File: src/rtl/axi2mem_tcdm_wr_if_if.sv
// Bus bundle between the AXI write front end, the TCDM write interface and the two TCDM ports.
// The slave modport is the write-interface view; the master modport is the surrounding system.
interface axi2mem_tcdm_wr_if_if #(
  parameter int unsigned ID_WIDTH = 6
);
  logic [1:0][ID_WIDTH-1:0] trans_id_i;
  logic [1:0][31:0]         trans_add_i;
  logic [1:0]               trans_last_i;
  logic [1:0]               trans_req_i;
  logic [1:0]               trans_gnt_o;
  logic [63:0]              data_dat_i;
  logic [7:0]               data_strb_i;
  logic                     data_req_i;
  logic                     data_gnt_o;
  logic                     trans_r_req_o;
  logic [ID_WIDTH-1:0]      trans_r_id_o;
  logic                     trans_r_gnt_i;
  logic [1:0]               tcdm_req_o;
  logic [1:0][31:0]         tcdm_add_o;
  logic [1:0]               tcdm_wen_o;
  logic [1:0][3:0]          tcdm_be_o;
  logic [1:0][31:0]         tcdm_wdata_o;
  logic [1:0]               tcdm_gnt_i;
  logic [1:0]               tcdm_r_valid_i;

  modport slave (
    input  trans_id_i, trans_add_i, trans_last_i, trans_req_i,
    output trans_gnt_o,
    input  data_dat_i, data_strb_i, data_req_i,
    output data_gnt_o,
    output trans_r_req_o, trans_r_id_o,
    input  trans_r_gnt_i,
    output tcdm_req_o, tcdm_add_o, tcdm_wen_o, tcdm_be_o, tcdm_wdata_o,
    input  tcdm_gnt_i, tcdm_r_valid_i
  );

  modport master (
    output trans_id_i, trans_add_i, trans_last_i, trans_req_i,
    input  trans_gnt_o,
    output data_dat_i, data_strb_i, data_req_i,
    input  data_gnt_o,
    input  trans_r_req_o, trans_r_id_o,
    output trans_r_gnt_i,
    input  tcdm_req_o, tcdm_add_o, tcdm_wen_o, tcdm_be_o, tcdm_wdata_o,
    output tcdm_gnt_i, tcdm_r_valid_i
  );
endinterface

File: src/rtl/axi2mem_tcdm_wr_if.sv
// TCDM write interface: per-lane command/data FIFOs feeding two 32-bit TCDM ports and
// a per-lane completion-ID FIFO pair that yields one write completion per AXI burst.

module axi2mem_tcdm_wr_if_fifo #(
  parameter int unsigned DEPTH = 4,
  parameter int unsigned WIDTH = 8
) (
  input  logic             clk_i,
  input  logic             rst_ni,
  input  logic             push,
  input  logic [WIDTH-1:0] wdata,
  input  logic             pop,
  output logic [WIDTH-1:0] rdata,
  output logic             empty,
  output logic             full
);
  localparam int unsigned PW = $clog2(DEPTH);
  localparam int unsigned CW = PW + 1;

  logic [WIDTH-1:0] mem_r [DEPTH];
  logic [PW-1:0]    wptr_r;
  logic [PW-1:0]    rptr_r;
  logic [CW-1:0]    cnt_r;

  // Pointers wrap naturally because DEPTH is a power of two.
  always_ff @(posedge clk_i or negedge rst_ni) begin
    if (!rst_ni) begin
      wptr_r <= '0;
      rptr_r <= '0;
      cnt_r  <= '0;
    end else begin
      if (push) wptr_r <= wptr_r + 1'b1;
      if (pop)  rptr_r <= rptr_r + 1'b1;
      case ({push, pop})
        2'b10:   cnt_r <= cnt_r + 1'b1;
        2'b01:   cnt_r <= cnt_r - 1'b1;
        default: cnt_r <= cnt_r;
      endcase
    end
  end

  // Storage needs no reset: contents are only visible through a non-zero count.
  always_ff @(posedge clk_i) begin
    if (push) mem_r[wptr_r] <= wdata;
  end

  assign rdata = mem_r[rptr_r];
  assign empty = (cnt_r == '0);
  assign full  = (cnt_r == CW'(DEPTH));
endmodule

module axi2mem_tcdm_wr_if_chk #(
  parameter int unsigned ID_WIDTH = 6
) (
  input logic                clk_i,
  input logic                rst_ni,
  input logic                r_req,
  input logic [ID_WIDTH-1:0] id0,
  input logic [ID_WIDTH-1:0] id1
);
  a_lane_id_match: assert property (@(posedge clk_i) disable iff (!rst_ni) r_req |-> (id0 == id1));
endmodule

module axi2mem_tcdm_wr_if #(
  parameter int unsigned CMD_DEPTH  = 4,
  parameter int unsigned RESP_DEPTH = 4,
  parameter int unsigned ID_WIDTH   = 6
) (
  input logic                  clk_i,
  input logic                  rst_ni,
  axi2mem_tcdm_wr_if_if.slave  bus
);
  localparam int unsigned CMD_W = ID_WIDTH + 33;
  localparam int unsigned DAT_W = 36;

  logic                rdy_r;
  logic [1:0]          trans_gnt_s;
  logic                data_gnt_s;
  logic [1:0]          cmd_push_s, cmd_pop_s, cmd_empty_s, cmd_full_s;
  logic [1:0]          dat_push_s, dat_empty_s, dat_full_s;
  logic [1:0]          rsp_push_s, rsp_pop_s, rsp_empty_s, rsp_full_s;
  logic [1:0]          issue_s;
  logic                rsp_req_s;
  logic [CMD_W-1:0]    cmd_head_s [2];
  logic [DAT_W-1:0]    dat_head_s [2];
  logic [ID_WIDTH-1:0] rsp_head_s [2];

  // Grants open one cycle after reset release so every output is 0 while in reset.
  always_ff @(posedge clk_i or negedge rst_ni) begin
    if (!rst_ni) rdy_r <= 1'b0;
    else         rdy_r <= 1'b1;
  end

  assign trans_gnt_s     = {2{rdy_r}} & ~cmd_full_s;
  assign data_gnt_s      = rdy_r & ~dat_full_s[0] & ~dat_full_s[1];
  assign bus.trans_gnt_o = trans_gnt_s;
  assign bus.data_gnt_o  = data_gnt_s;

  for (genvar l = 0; l < 2; l++) begin : g_lane
    logic                inflight_r;
    logic [ID_WIDTH-1:0] last_id_r;
    logic                head_last_s;

    assign head_last_s   = cmd_head_s[l][0];
    assign cmd_push_s[l] = bus.trans_req_i[l] & trans_gnt_s[l];
    assign dat_push_s[l] = bus.data_req_i & data_gnt_s;

    axi2mem_tcdm_wr_if_fifo #(.DEPTH(CMD_DEPTH), .WIDTH(CMD_W)) i_cmd_fifo (
      .clk_i (clk_i), .rst_ni (rst_ni),
      .push  (cmd_push_s[l]),
      .wdata ({bus.trans_id_i[l], bus.trans_add_i[l], bus.trans_last_i[l]}),
      .pop   (cmd_pop_s[l]),
      .rdata (cmd_head_s[l]),
      .empty (cmd_empty_s[l]),
      .full  (cmd_full_s[l])
    );

    axi2mem_tcdm_wr_if_fifo #(.DEPTH(CMD_DEPTH), .WIDTH(DAT_W)) i_dat_fifo (
      .clk_i (clk_i), .rst_ni (rst_ni),
      .push  (dat_push_s[l]),
      .wdata ({bus.data_strb_i[4*l +: 4], bus.data_dat_i[32*l +: 32]}),
      .pop   (cmd_pop_s[l]),
      .rdata (dat_head_s[l]),
      .empty (dat_empty_s[l]),
      .full  (dat_full_s[l])
    );

    // A last beat waits for room in the completion FIFO and for the previous one to retire.
    assign issue_s[l]    = ~cmd_empty_s[l] & ~dat_empty_s[l] &
                           ~(head_last_s & (rsp_full_s[l] | inflight_r));
    assign cmd_pop_s[l]  = issue_s[l] & bus.tcdm_gnt_i[l];
    assign rsp_push_s[l] = inflight_r & bus.tcdm_r_valid_i[l];

    // Track the granted last beat until its write response returns.
    always_ff @(posedge clk_i or negedge rst_ni) begin
      if (!rst_ni) begin
        inflight_r <= 1'b0;
        last_id_r  <= '0;
      end else if (cmd_pop_s[l] & head_last_s) begin
        inflight_r <= 1'b1;
        last_id_r  <= cmd_head_s[l][CMD_W-1:33];
      end else if (rsp_push_s[l]) begin
        inflight_r <= 1'b0;
        last_id_r  <= last_id_r;
      end else begin
        inflight_r <= inflight_r;
        last_id_r  <= last_id_r;
      end
    end

    axi2mem_tcdm_wr_if_fifo #(.DEPTH(RESP_DEPTH), .WIDTH(ID_WIDTH)) i_rsp_fifo (
      .clk_i (clk_i), .rst_ni (rst_ni),
      .push  (rsp_push_s[l]),
      .wdata (last_id_r),
      .pop   (rsp_pop_s[l]),
      .rdata (rsp_head_s[l]),
      .empty (rsp_empty_s[l]),
      .full  (rsp_full_s[l])
    );

    assign bus.tcdm_req_o[l]   = issue_s[l];
    assign bus.tcdm_wen_o[l]   = 1'b0;
    assign bus.tcdm_add_o[l]   = issue_s[l] ? cmd_head_s[l][32:1]  : 32'h0000_0000;
    assign bus.tcdm_be_o[l]    = issue_s[l] ? dat_head_s[l][35:32] : 4'h0;
    assign bus.tcdm_wdata_o[l] = issue_s[l] ? dat_head_s[l][31:0]  : 32'h0000_0000;
  end

  // A burst completes only once both lanes have retired its last beat.
  assign rsp_req_s         = ~rsp_empty_s[0] & ~rsp_empty_s[1];
  assign rsp_pop_s         = {2{rsp_req_s & bus.trans_r_gnt_i}};
  assign bus.trans_r_req_o = rsp_req_s;
  assign bus.trans_r_id_o  = rsp_req_s ? rsp_head_s[0] : '0;

  axi2mem_tcdm_wr_if_chk #(.ID_WIDTH(ID_WIDTH)) i_chk (
    .clk_i  (clk_i),
    .rst_ni (rst_ni),
    .r_req  (rsp_req_s),
    .id0    (rsp_head_s[0]),
    .id1    (rsp_head_s[1])
  );
endmodule

File: src/flat_wrapper.sv
// flat-port wrapper written by rule: the top's interface ports become plain ports
module axi2mem_tcdm_wr_if_flat 
#(
  parameter int unsigned CMD_DEPTH  = 4,
  parameter int unsigned RESP_DEPTH = 4,
  parameter int unsigned ID_WIDTH   = 6
)
  (clk_i, rst_ni, bus_trans_id_i, bus_trans_add_i, bus_trans_last_i, bus_trans_req_i, bus_trans_gnt_o, bus_data_dat_i, bus_data_strb_i, bus_data_req_i, bus_data_gnt_o, bus_trans_r_req_o, bus_trans_r_id_o, bus_trans_r_gnt_i, bus_tcdm_req_o, bus_tcdm_add_o, bus_tcdm_wen_o, bus_tcdm_be_o, bus_tcdm_wdata_o, bus_tcdm_gnt_i, bus_tcdm_r_valid_i);
  axi2mem_tcdm_wr_if_if #(.ID_WIDTH(ID_WIDTH)) bus_i ();
  input logic clk_i;
  input logic rst_ni;
  input wire logic [$bits(bus_i.trans_id_i)-1:0] bus_trans_id_i;
  input wire logic [$bits(bus_i.trans_add_i)-1:0] bus_trans_add_i;
  input wire logic [$bits(bus_i.trans_last_i)-1:0] bus_trans_last_i;
  input wire logic [$bits(bus_i.trans_req_i)-1:0] bus_trans_req_i;
  output wire logic [$bits(bus_i.trans_gnt_o)-1:0] bus_trans_gnt_o;
  input wire logic [$bits(bus_i.data_dat_i)-1:0] bus_data_dat_i;
  input wire logic [$bits(bus_i.data_strb_i)-1:0] bus_data_strb_i;
  input wire logic [$bits(bus_i.data_req_i)-1:0] bus_data_req_i;
  output wire logic [$bits(bus_i.data_gnt_o)-1:0] bus_data_gnt_o;
  output wire logic [$bits(bus_i.trans_r_req_o)-1:0] bus_trans_r_req_o;
  output wire logic [$bits(bus_i.trans_r_id_o)-1:0] bus_trans_r_id_o;
  input wire logic [$bits(bus_i.trans_r_gnt_i)-1:0] bus_trans_r_gnt_i;
  output wire logic [$bits(bus_i.tcdm_req_o)-1:0] bus_tcdm_req_o;
  output wire logic [$bits(bus_i.tcdm_add_o)-1:0] bus_tcdm_add_o;
  output wire logic [$bits(bus_i.tcdm_wen_o)-1:0] bus_tcdm_wen_o;
  output wire logic [$bits(bus_i.tcdm_be_o)-1:0] bus_tcdm_be_o;
  output wire logic [$bits(bus_i.tcdm_wdata_o)-1:0] bus_tcdm_wdata_o;
  input wire logic [$bits(bus_i.tcdm_gnt_i)-1:0] bus_tcdm_gnt_i;
  input wire logic [$bits(bus_i.tcdm_r_valid_i)-1:0] bus_tcdm_r_valid_i;
  assign bus_i.trans_id_i = bus_trans_id_i;
  assign bus_i.trans_add_i = bus_trans_add_i;
  assign bus_i.trans_last_i = bus_trans_last_i;
  assign bus_i.trans_req_i = bus_trans_req_i;
  assign bus_trans_gnt_o = bus_i.trans_gnt_o;
  assign bus_i.data_dat_i = bus_data_dat_i;
  assign bus_i.data_strb_i = bus_data_strb_i;
  assign bus_i.data_req_i = bus_data_req_i;
  assign bus_data_gnt_o = bus_i.data_gnt_o;
  assign bus_trans_r_req_o = bus_i.trans_r_req_o;
  assign bus_trans_r_id_o = bus_i.trans_r_id_o;
  assign bus_i.trans_r_gnt_i = bus_trans_r_gnt_i;
  assign bus_tcdm_req_o = bus_i.tcdm_req_o;
  assign bus_tcdm_add_o = bus_i.tcdm_add_o;
  assign bus_tcdm_wen_o = bus_i.tcdm_wen_o;
  assign bus_tcdm_be_o = bus_i.tcdm_be_o;
  assign bus_tcdm_wdata_o = bus_i.tcdm_wdata_o;
  assign bus_i.tcdm_gnt_i = bus_tcdm_gnt_i;
  assign bus_i.tcdm_r_valid_i = bus_tcdm_r_valid_i;
  axi2mem_tcdm_wr_if #(.CMD_DEPTH(CMD_DEPTH), .RESP_DEPTH(RESP_DEPTH), .ID_WIDTH(ID_WIDTH)) u_core (.clk_i(clk_i), .rst_ni(rst_ni), .bus(bus_i));
endmodule
File: config.mk
export PLATFORM = sky130hd
export DESIGN_NAME = axi2mem_tcdm_wr_if_flat
export DESIGN_NICKNAME = d
export VERILOG_FILES = /design/src/rtl/axi2mem_tcdm_wr_if_if.sv /design/src/rtl/axi2mem_tcdm_wr_if.sv /design/src/flat_wrapper.sv
export SDC_FILE = /design/constraint.sdc
export NUM_CORES = 1
export LEC_CHECK = 0
export BUFFER_PORTS_ARGS = -buffer_cell sky130_fd_sc_hd__buf_2
export CORE_ASPECT_RATIO = 0.75
export CORE_MARGIN = 4
export CORE_UTILIZATION = 35
export DETAILED_ROUTE_END_ITERATION = 10
export PLACE_DENSITY_LB_ADDON = 0.12
export SYNTH_ARGS = -nofsm -noshare
export SYNTH_HDL_FRONTEND = slang
export SYNTH_SLANG_ARGS = --single-unit
File: constraint.sdc
create_clock -name clk_i -period 2.65 [get_ports clk_i]
set_input_delay 0.53 -clock clk_i [delete_from_list [all_inputs] [get_ports clk_i]]
set_output_delay 0.53 -clock clk_i [all_outputs]
set_load 0.05 [all_outputs]
==> run_results.csv, run 1 <==
group,metric,value,unit
setup_path,cp-end-kind,"primary output",
setup_path,crit_type,"flip-flop to primary output",
setup_path,crit_required,2.12,ns
timing,setup_slack,-0.231,ns
floorplanning,die_w,318,µm
timing,clock.fmax,347,MHz
timing,rsz0062_at_grt,"true",
timing,tightestPinTransition,1.03,ns
detailed_routing,initialDrtViolationCount,689,
global_route,grt_pass1_wl,86400,µm
timing,fin_crit,2.88,ns
floorplanning,fp.dieH,241,µm
detailed_routing,wl_per_cell,22.1,µm
clocking,cts.sinks,647,
synth,synth_cell_types,39,
placement,preCtsSetupSlack,0.123,ns
clocking,path_clk_slew,0.06,ns
finish,layout-drive-gt1-share,46.3,%
synth,netlist_area,0.0252,mm²
hold_path,hold_class,"primary input to flip-flop",
floorplanning,design.core.area,0.0707,mm²
finish,nets,1766,
outcome,outcome,"finished with violations",
detailed_routing,wl_met2,27800,µm
detailed_routing,ant_nets,0,
timing,setup_viol,138,
global_route,grt_max_degree,54,
timing,min_period_over_period,109,%
floorplanning,ios,310,
synth,synth_seq_cells,647,
detailed_routing,wl,57100,µm
clocking,h-tree-depth,3,
timing,slew_headroom,31.6,%
power_and_ir_drop,ir_worst_vdd,0.989,mV
synth,synthArstFlopShare,7.26,%
floorplanning,die-area,0.0765,mm²
placement,place_inst,2425,
detailed_routing,met3_length,3240,µm
timing,worst_hold_slack,0.131,ns
outcome,violations,"negative setup slack",
finish,syn2layout_area_growth,30.0,%
placement,routabilityCongestion,0.689,
synth,synth_top_area_share,71.4,%
setup_path,start_kind,"flip-flop",
clocking,clockBufferDepth,3,
power_and_ir_drop,p_per_area,1430,mW/mm²
detailed_routing,first_pass_iters,4,
setup_path,worstPathArrival,2.35,ns
detailed_routing,vias,12400,
placement,dpl.hpwl,33200,µm
global_route,antenna_found_initial,11,
setup_path,cp_max_fo,5,
timing,finalHoldViolCount,0,
floorplanning,initial_utilization,35.7,%
floorplanning,row_count,84,
synth,synth-edff-count,600,
global_route,grt_pass1_vias,13700,
synth,synth.avg_cell_area,21.1,µm²
setup_path,regToRegSetupSlack,0.12,ns
clocking,root_buffer,"clkbuf_16",
clocking,worstSkewPairLatency,0.61,ns
detailed_routing,top_layer,"met5",
power_and_ir_drop,total_power,0.0469,W
synth,synth_area_leaders,"edfxtp_1 71%, mux4_2 13%, dfrtp_1 4.7%, and3_1 3.7%, ha_1 1.2%",
finish,final_cells,2581,
finish,final_core_util,46.4,%
power_and_ir_drop,power_leakage,11.7,nW
flow_run,drv_cap,0,
synth,synth_top_cell_by_area,"edfxtp_1",
timing,finalMaxSlewViolations,0,
synth,synth_flop_cell,"edfxtp_1",
clocking,cts_buffers,69,
detailed_routing,vias_per_cell,4.81,
synth,seq_area_frac_synth,76.0,%
clocking,tritoncts,"yes",
global_route,gr-usage-all-layers,15.0,%
detailed_routing,wl_met1,24900,µm
timing,fin_skew,0.0203,ns
detailed_routing,drc,0,
synth,synth_warnings,0,
synth,syn_inst,1198,
global_route,grt_overflow_total,0,
placement,port_buffers,301,
[synthesized netlist by cell type (2+ instances only)]
master,n
and2_1,18
and3_1,149
buf_2,18
buf_4,4
clkbuf_1,43
clkbuf_2,2
conb_1,2
dfrtp_1,47
edfxtp_1,600
fa_1,6
ha_1,24
inv_1,32
mux2_2,7
mux2i_1,5
mux4_2,150
nand2_1,16
nand2_4,2
nor2_1,10
nor3_1,6
nor3b_1,3
o21ai_0,5
o21ai_4,2
xnor2_1,20
xnor2_2,2
xor2_1,11
[worst max-delay path, stage by stage, from the launching register on]
cell       delay [ns]
dfrtp_2          0.38
mux4_2           0.55
o21ai_4          0.15
buf_12           0.19
clkbuf_16        0.15
and3_4           0.18
buf_8            0.14
[cells in the final DEF (no fill, tap or decap), types with 9 or more instances in the layout]
| master | synthesis | routed |
|---|---|---|
| mux4_2 | 150 | 150 |
| buf_8 | 0 | 83 |
| and3_1 | 149 | 54 |
| xnor2_1 | 20 | 20 |
| buf_6 | 0 | 57 |
| clkinv_1 | 0 | 11 |
| buf_2 | 18 | 157 |
| and2_1 | 18 | 9 |
| buf_4 | 4 | 26 |
| inv_1 | 32 | 29 |
| buf_16 | 0 | 12 |
| clkbuf_16 | 0 | 78 |
| clkbuf_1 | 43 | 21 |
| edfxtp_1 | 600 | 600 |
| dfrtp_1 | 47 | 40 |
| clkinv_2 | 0 | 10 |
| xor2_1 | 11 | 11 |
| nand2_1 | 16 | 15 |
| and3_4 | 0 | 87 |
| buf_12 | 0 | 32 |
| ha_1 | 24 | 23 |
[routing by layer]
| layer | vias to the layer above | GRT usage (%) |
|---|---|---|
| met1 | 6440 | 19.8 |
| met3 | 87 | 4.34 |
| li1 | 5620 | - |
| met5 | - | 0 |
| met4 | 12 | 4.02 |
| met2 | 259 | 24.6 |
[metrics by stage]
| stage | TNS, ns | instance area, µm² |
|---|---|---|
| after global routing | -40.82 | 32800 |
| final | -25.81 | 32800 |
| after detailed placement | 0 | 28400 |
| after global placement | 0 | 28400 |
| after CTS | -34.86 | 32000 |
| after floorplan | 0 | 25300 |
[final timing paths]
path / start / end / depth (start not counted)
min reg2reg: u_core.g_lane[0].i_rsp_fifo.cnt_r[2]$_DFFE_PN0P_ / u_core.g_lane[0].i_rsp_fifo.cnt_r[2]$_DFFE_PN0P_ / 1
min in group asynchronous: rst_ni / u_core.g_lane[0].i_rsp_fifo.rptr_r[0]$_DFFE_PN0P_ / 2
max in group asynchronous: rst_ni / u_core.g_lane[0].i_cmd_fifo.rptr_r[0]$_DFFE_PN0P_ / 3
max reg2reg: u_core.g_lane[0].i_cmd_fifo.rptr_r[0]$_DFFE_PN0P_ / u_core.g_lane[0].i_dat_fifo.cnt_r[2]$_DFFE_PN0P_ / 12
max: u_core.g_lane[1].i_cmd_fifo.rptr_r[0]$_DFFE_PN0P_ / bus_tcdm_add_o[58] / 6
min: bus_trans_add_i[28] / u_core.g_lane[0].i_cmd_fifo.mem_r[3][29]$_DFFE_PP_ / 1
[power breakdown]
| part | internal (W) | switching, W |
|---|---|---|
| combinational | 0.0109 | 0.0136 |
| sequential | 0.0127 | 0.000614 |
| clock | 0.00528 | 0.00385 |
[cell families after synthesis]
group	count (synthesis)	share of synthesized area, %
flip-flops	647	76.0
AND/OR/NAND/NOR	211	5.05
multiplexers	163	13.9
buffers and inverters	99	1.63
XOR/XNOR	33	1.20
adder cells (fa/ha/maj)	30	1.67
AO/OA/AOI/OAI	13	0.431
other	2	0.0298
[state kept, by name, indices dropped and copies added (netlist names)]
name                             flops
u_core.g_lane.i_cmd_fifo.mem_r     288
u_core.g_lane.i_dat_fifo.mem_r     288
u_core.g_lane.i_rsp_fifo.mem_r      24
u_core.g_lane.i_cmd_fifo.cnt_r       6
u_core.g_lane.i_dat_fifo.cnt_r       6
u_core.g_lane.i_rsp_fifo.cnt_r       6
u_core.g_lane.last_id_r              6
u_core.g_lane.i_cmd_fifo.rptr_r      4
u_core.g_lane.i_cmd_fifo.wptr_r      4
u_core.g_lane.i_dat_fifo.rptr_r      4
u_core.g_lane.i_dat_fifo.wptr_r      4
u_core.g_lane.i_rsp_fifo.rptr_r      2
u_core.g_lane.i_rsp_fifo.wptr_r      2
u_core.g_lane.inflight_r             2
u_core.rdy_r                         1
[cell type report]
cell class / count / area, µm²
Sequential cell: 647 / 19200
Inverter: 32 / 123
Clock inverter: 28 / 189
Timing Repair Buffer: 373 / 3980
Clock buffer: 97 / 1960
Tap cell: 946 / 1180
Fill cell: 6036 / 37900
Antenna cell: 5 / 12.5
Multi-Input combinational cell: 453 / 6160
[what timing repair did]
| action | 4_1_cts | 5_1_grt |
|---|---|---|
| gates resized for setup | 312 | 185 |
| hold buffers | 1 | 0 |
| gates cloned | 10 | 4 |
| buffers inserted | 11 | 1 |
| endpoints found under the hold margin | 19 | 0 |
| pin swaps | 1 | 8 |
| endpoints found under the setup margin | 144 | 146 |
(Power assumes the default switching activity.)
==> run 2: changes to the inputs <==
--- a/config.mk
+++ b/config.mk
@@ -11,6 +11,7 @@
 export CORE_UTILIZATION = 35
 export DETAILED_ROUTE_END_ITERATION = 10
 export PLACE_DENSITY_LB_ADDON = 0.12
+export REMOVE_ABC_BUFFERS = 1
 export SYNTH_ARGS = -nofsm -noshare
 export SYNTH_HDL_FRONTEND = slang
 export SYNTH_SLANG_ARGS = --single-unit
==> run 2 against run 1 <==
  * The run still ends with negative setup slack left
  * Cell area grew 0.22%
  * Flip-flop and latch count unchanged
  * Non-clock buffer count grew 4
  * First-iteration DRC count up 1.6%
  * Critical path depth unchanged
  * Sequential power is essentially flat
  * Worst setup slack worse by 0.016 ns
  * Clock skew grew 0.0034 ns
  * Global-route usage increased by 0.24 points
  * Register-to-register slack got worse by 0.03 ns
  * Count of clock-buffer cells in the layout decreased by 10
  * Sequential share of layout area is 0.13 points lower
  * Critical endpoint is now bus_tcdm_wdata_o[46]
  * Largest power group unchanged
==> run_results.csv, run 2 (synthesized netlist as in run 1, its figures left out) <==
group,metric,value,unit
outcome,outcome,"finished with violations",
outcome,violations,"negative setup slack",
timing,finalHoldViolCount,0,
placement,port_buffers,301,
global_route,grt_max_degree,71,
floorplanning,initial_utilization,35.7,%
detailed_routing,wl_per_cell,22.7,µm
clocking,root_buffer,"clkbuf_16",
floorplanning,fp.dieH,241,µm
setup_path,start_kind,"flip-flop",
floorplanning,die-area,0.0765,mm²
detailed_routing,vias_per_cell,4.87,
timing,worst_hold_slack,0.145,ns
timing,finalMaxSlewViolations,0,
power_and_ir_drop,power_leakage,11.7,nW
power_and_ir_drop,ir_worst_vdd,0.988,mV
global_route,grt_pass1_wl,86900,µm
timing,slew_headroom,32.9,%
hold_path,hold_class,"primary input to flip-flop",
setup_path,regToRegSetupSlack,0.09,ns
global_route,gr-usage-all-layers,15.2,%
timing,tightestPinTransition,1.01,ns
detailed_routing,first_pass_iters,6,
clocking,h-tree-depth,3,
floorplanning,die_w,318,µm
clocking,worstSkewPairLatency,0.60,ns
setup_path,rr_worst_depth,9,
finish,most-common-layout-cells,"600 x edfxtp_1, 158 x buf_2, 150 x mux4_2",
setup_path,crit_required,2.12,ns
global_route,grt_pass1_vias,13700,
detailed_routing,drc,0,
timing,clock.fmax,345,MHz
timing,setup_slack,-0.247,ns
setup_path,r2r-end,"u_core.g_lane[0].i_cmd_fifo.cnt_r[1]$_DFFE_PN0P_",
global_route,antenna_found_initial,11,
setup_path,crit_end,"bus_tcdm_wdata_o[46]",
timing,fin_crit,2.90,ns
finish,num-fill-cells,6052,
setup_path,crit_type,"flip-flop to primary output",
floorplanning,ios,310,
detailed_routing,wl,58600,µm
finish,multiInputGateArea,0.00611,mm²
global_route,grt_overflow_total,0,
setup_path,worstPathArrival,2.37,ns
finish,final_core_util,46.5,%
setup_path,startpoint,"u_core.g_lane[1].i_cmd_fifo.rptr_r[0]$_DFFE_PN0P_",
detailed_routing,initialDrtViolationCount,700,
finish,syn2layout_area_growth,30.3,%
power_and_ir_drop,total_power,0.0473,W
placement,routabilityCongestion,0.670,
finish,nets,1770,
setup_path,cp_max_fo,5,
placement,dpl.hpwl,31800,µm
floorplanning,row_count,84,
finish,ff_latch_area,0.0192,mm²
placement,preCtsSetupSlack,0.214,ns
power_and_ir_drop,p_per_area,1440,mW/mm²
clocking,cts_buffers,69,
floorplanning,design.core.area,0.0707,mm²
finish,layout-drive-gt1-share,46.9,%
timing,rsz0062_at_grt,"true",
detailed_routing,ant_nets,0,
clocking,cts.sinks,647,
flow_run,drv_cap,0,
finish,reg_top3,"u_core.g_lane.i_cmd_fifo.mem_r (288), u_core.g_lane.i_dat_fifo.mem_r (288), u_core.g_lane.i_rsp_fifo.mem_r (24)",
timing,min_period_over_period,109,%
setup_path,r2r_start,"u_core.g_lane[0].i_cmd_fifo.rptr_r[0]$_DFFE_PN0P_",
timing,fin_skew,0.0237,ns
setup_path,cp-end-kind,"primary output",
detailed_routing,vias,12600,
clocking,clockBufferDepth,3,
clocking,tritoncts,"yes",
finish,layout_commonest_cell,"edfxtp_1",
clocking,path_clk_slew,0.06,ns
timing,setup_viol,138,
-- run 2: cell count changes in the layout (fill, tap and decap cells not counted), sizes merged --
cell,previous run,this run
inv,34,33
clkinv,22,27
clkbuf,101,87
buf,367,374
bufinv,1,6
bufbuf,1,2
-- run 2: critical path, cell delays in order (launching register included) --
cell	delay (ns)
dfrtp_2	0.37
mux4_2	0.55
o21ai_4	0.17
buf_6	0.19
buf_16	0.14
and3_4	0.20
buf_8	0.15
-- run 2: how the worst min path moves through the flow --
| stage | slack [ns] | endpoint | startpoint | cells past startpoint |
|---|---|---|---|---|
| after floorplan | 0.23 | u_core.g_lane[0].i_cmd_fifo.cnt_r[0]$_DFFE_PN0P_ | rst_ni | 0 |
| after global placement | 0.47 | u_core.g_lane[0].i_rsp_fifo.cnt_r[2]$_DFFE_PN0P_ | u_core.g_lane[0].i_rsp_fifo.cnt_r[2]$_DFFE_PN0P_ | 1 |
| after detailed placement | 0.48 | u_core.g_lane[1].i_rsp_fifo.cnt_r[2]$_DFFE_PN0P_ | u_core.g_lane[1].i_rsp_fifo.cnt_r[2]$_DFFE_PN0P_ | 1 |
| after CTS | 0.08 | u_core.g_lane[1].inflight_r$_DFFE_PN0P_ | bus_tcdm_r_valid_i[1] | 2 |
| after global routing | 0.11 | u_core.g_lane[1].i_cmd_fifo.mem_r[2][2]$_DFFE_PP_ | bus_trans_add_i[33] | 1 |
| final | 0.14 | u_core.g_lane[1].inflight_r$_DFFE_PN0P_ | bus_tcdm_r_valid_i[1] | 2 |
-- run 2: where the power goes --
group          switching [W]  internal, W  leakage [nW]
combinational         0.0136       0.0108          4.65
sequential          0.000620       0.0127          5.99
clock                0.00388      0.00572          1.11
total                 0.0181       0.0292          11.7
-- run 2: stage by stage --
stage | cell area [µm²] | TNS (ns) | std cells
3_3_place_gp | 28300 | 0 | 2420
5_1_grt | 32900 | -42.83 | 2579
4_1_cts | 32600 | -39.77 | 2579
6_report | 32900 | -27.44 | 2584
2_1_floorplan | 25000 | -227.83 | 1132
3_5_place_dp | 28300 | 0 | 2420
-- run 2: layout make-up --
class,count,area share (%)
diodes,5,0.0381
well taps,946,3.60
inverters,32,0.373
clock inverters,37,1.03
clock buffers,87,5.84
flip-flops and latches,647,58.4
multi-input cells,453,18.6
repair buffers,377,12.1
-- run 2: what timing repair did --
action | 4_1_cts | 5_1_grt
pin swaps | 1 | 10
cloned | 15 | 0
gates resized for setup | 401 | 92
setup buffers | 19 | 5
hold endpoints to repair | 20 | 0
hold buffers | 1 | 0
setup endpoints to repair | 144 | 149
-- run 2: metal layers --
| metal | up-vias | track usage [%] | part of all wire, % |
|---|---|---|---|
| li1 | 5635 | - | - |
| met1 | 6571 | 19.7 | 42 |
| met2 | 270 | 25.6 | 50 |
| met3 | 95 | 4.13 | 5.9 |
| met5 | - | 0 | 0.11 |
| met4 | 10 | 4.24 | 2.0 |
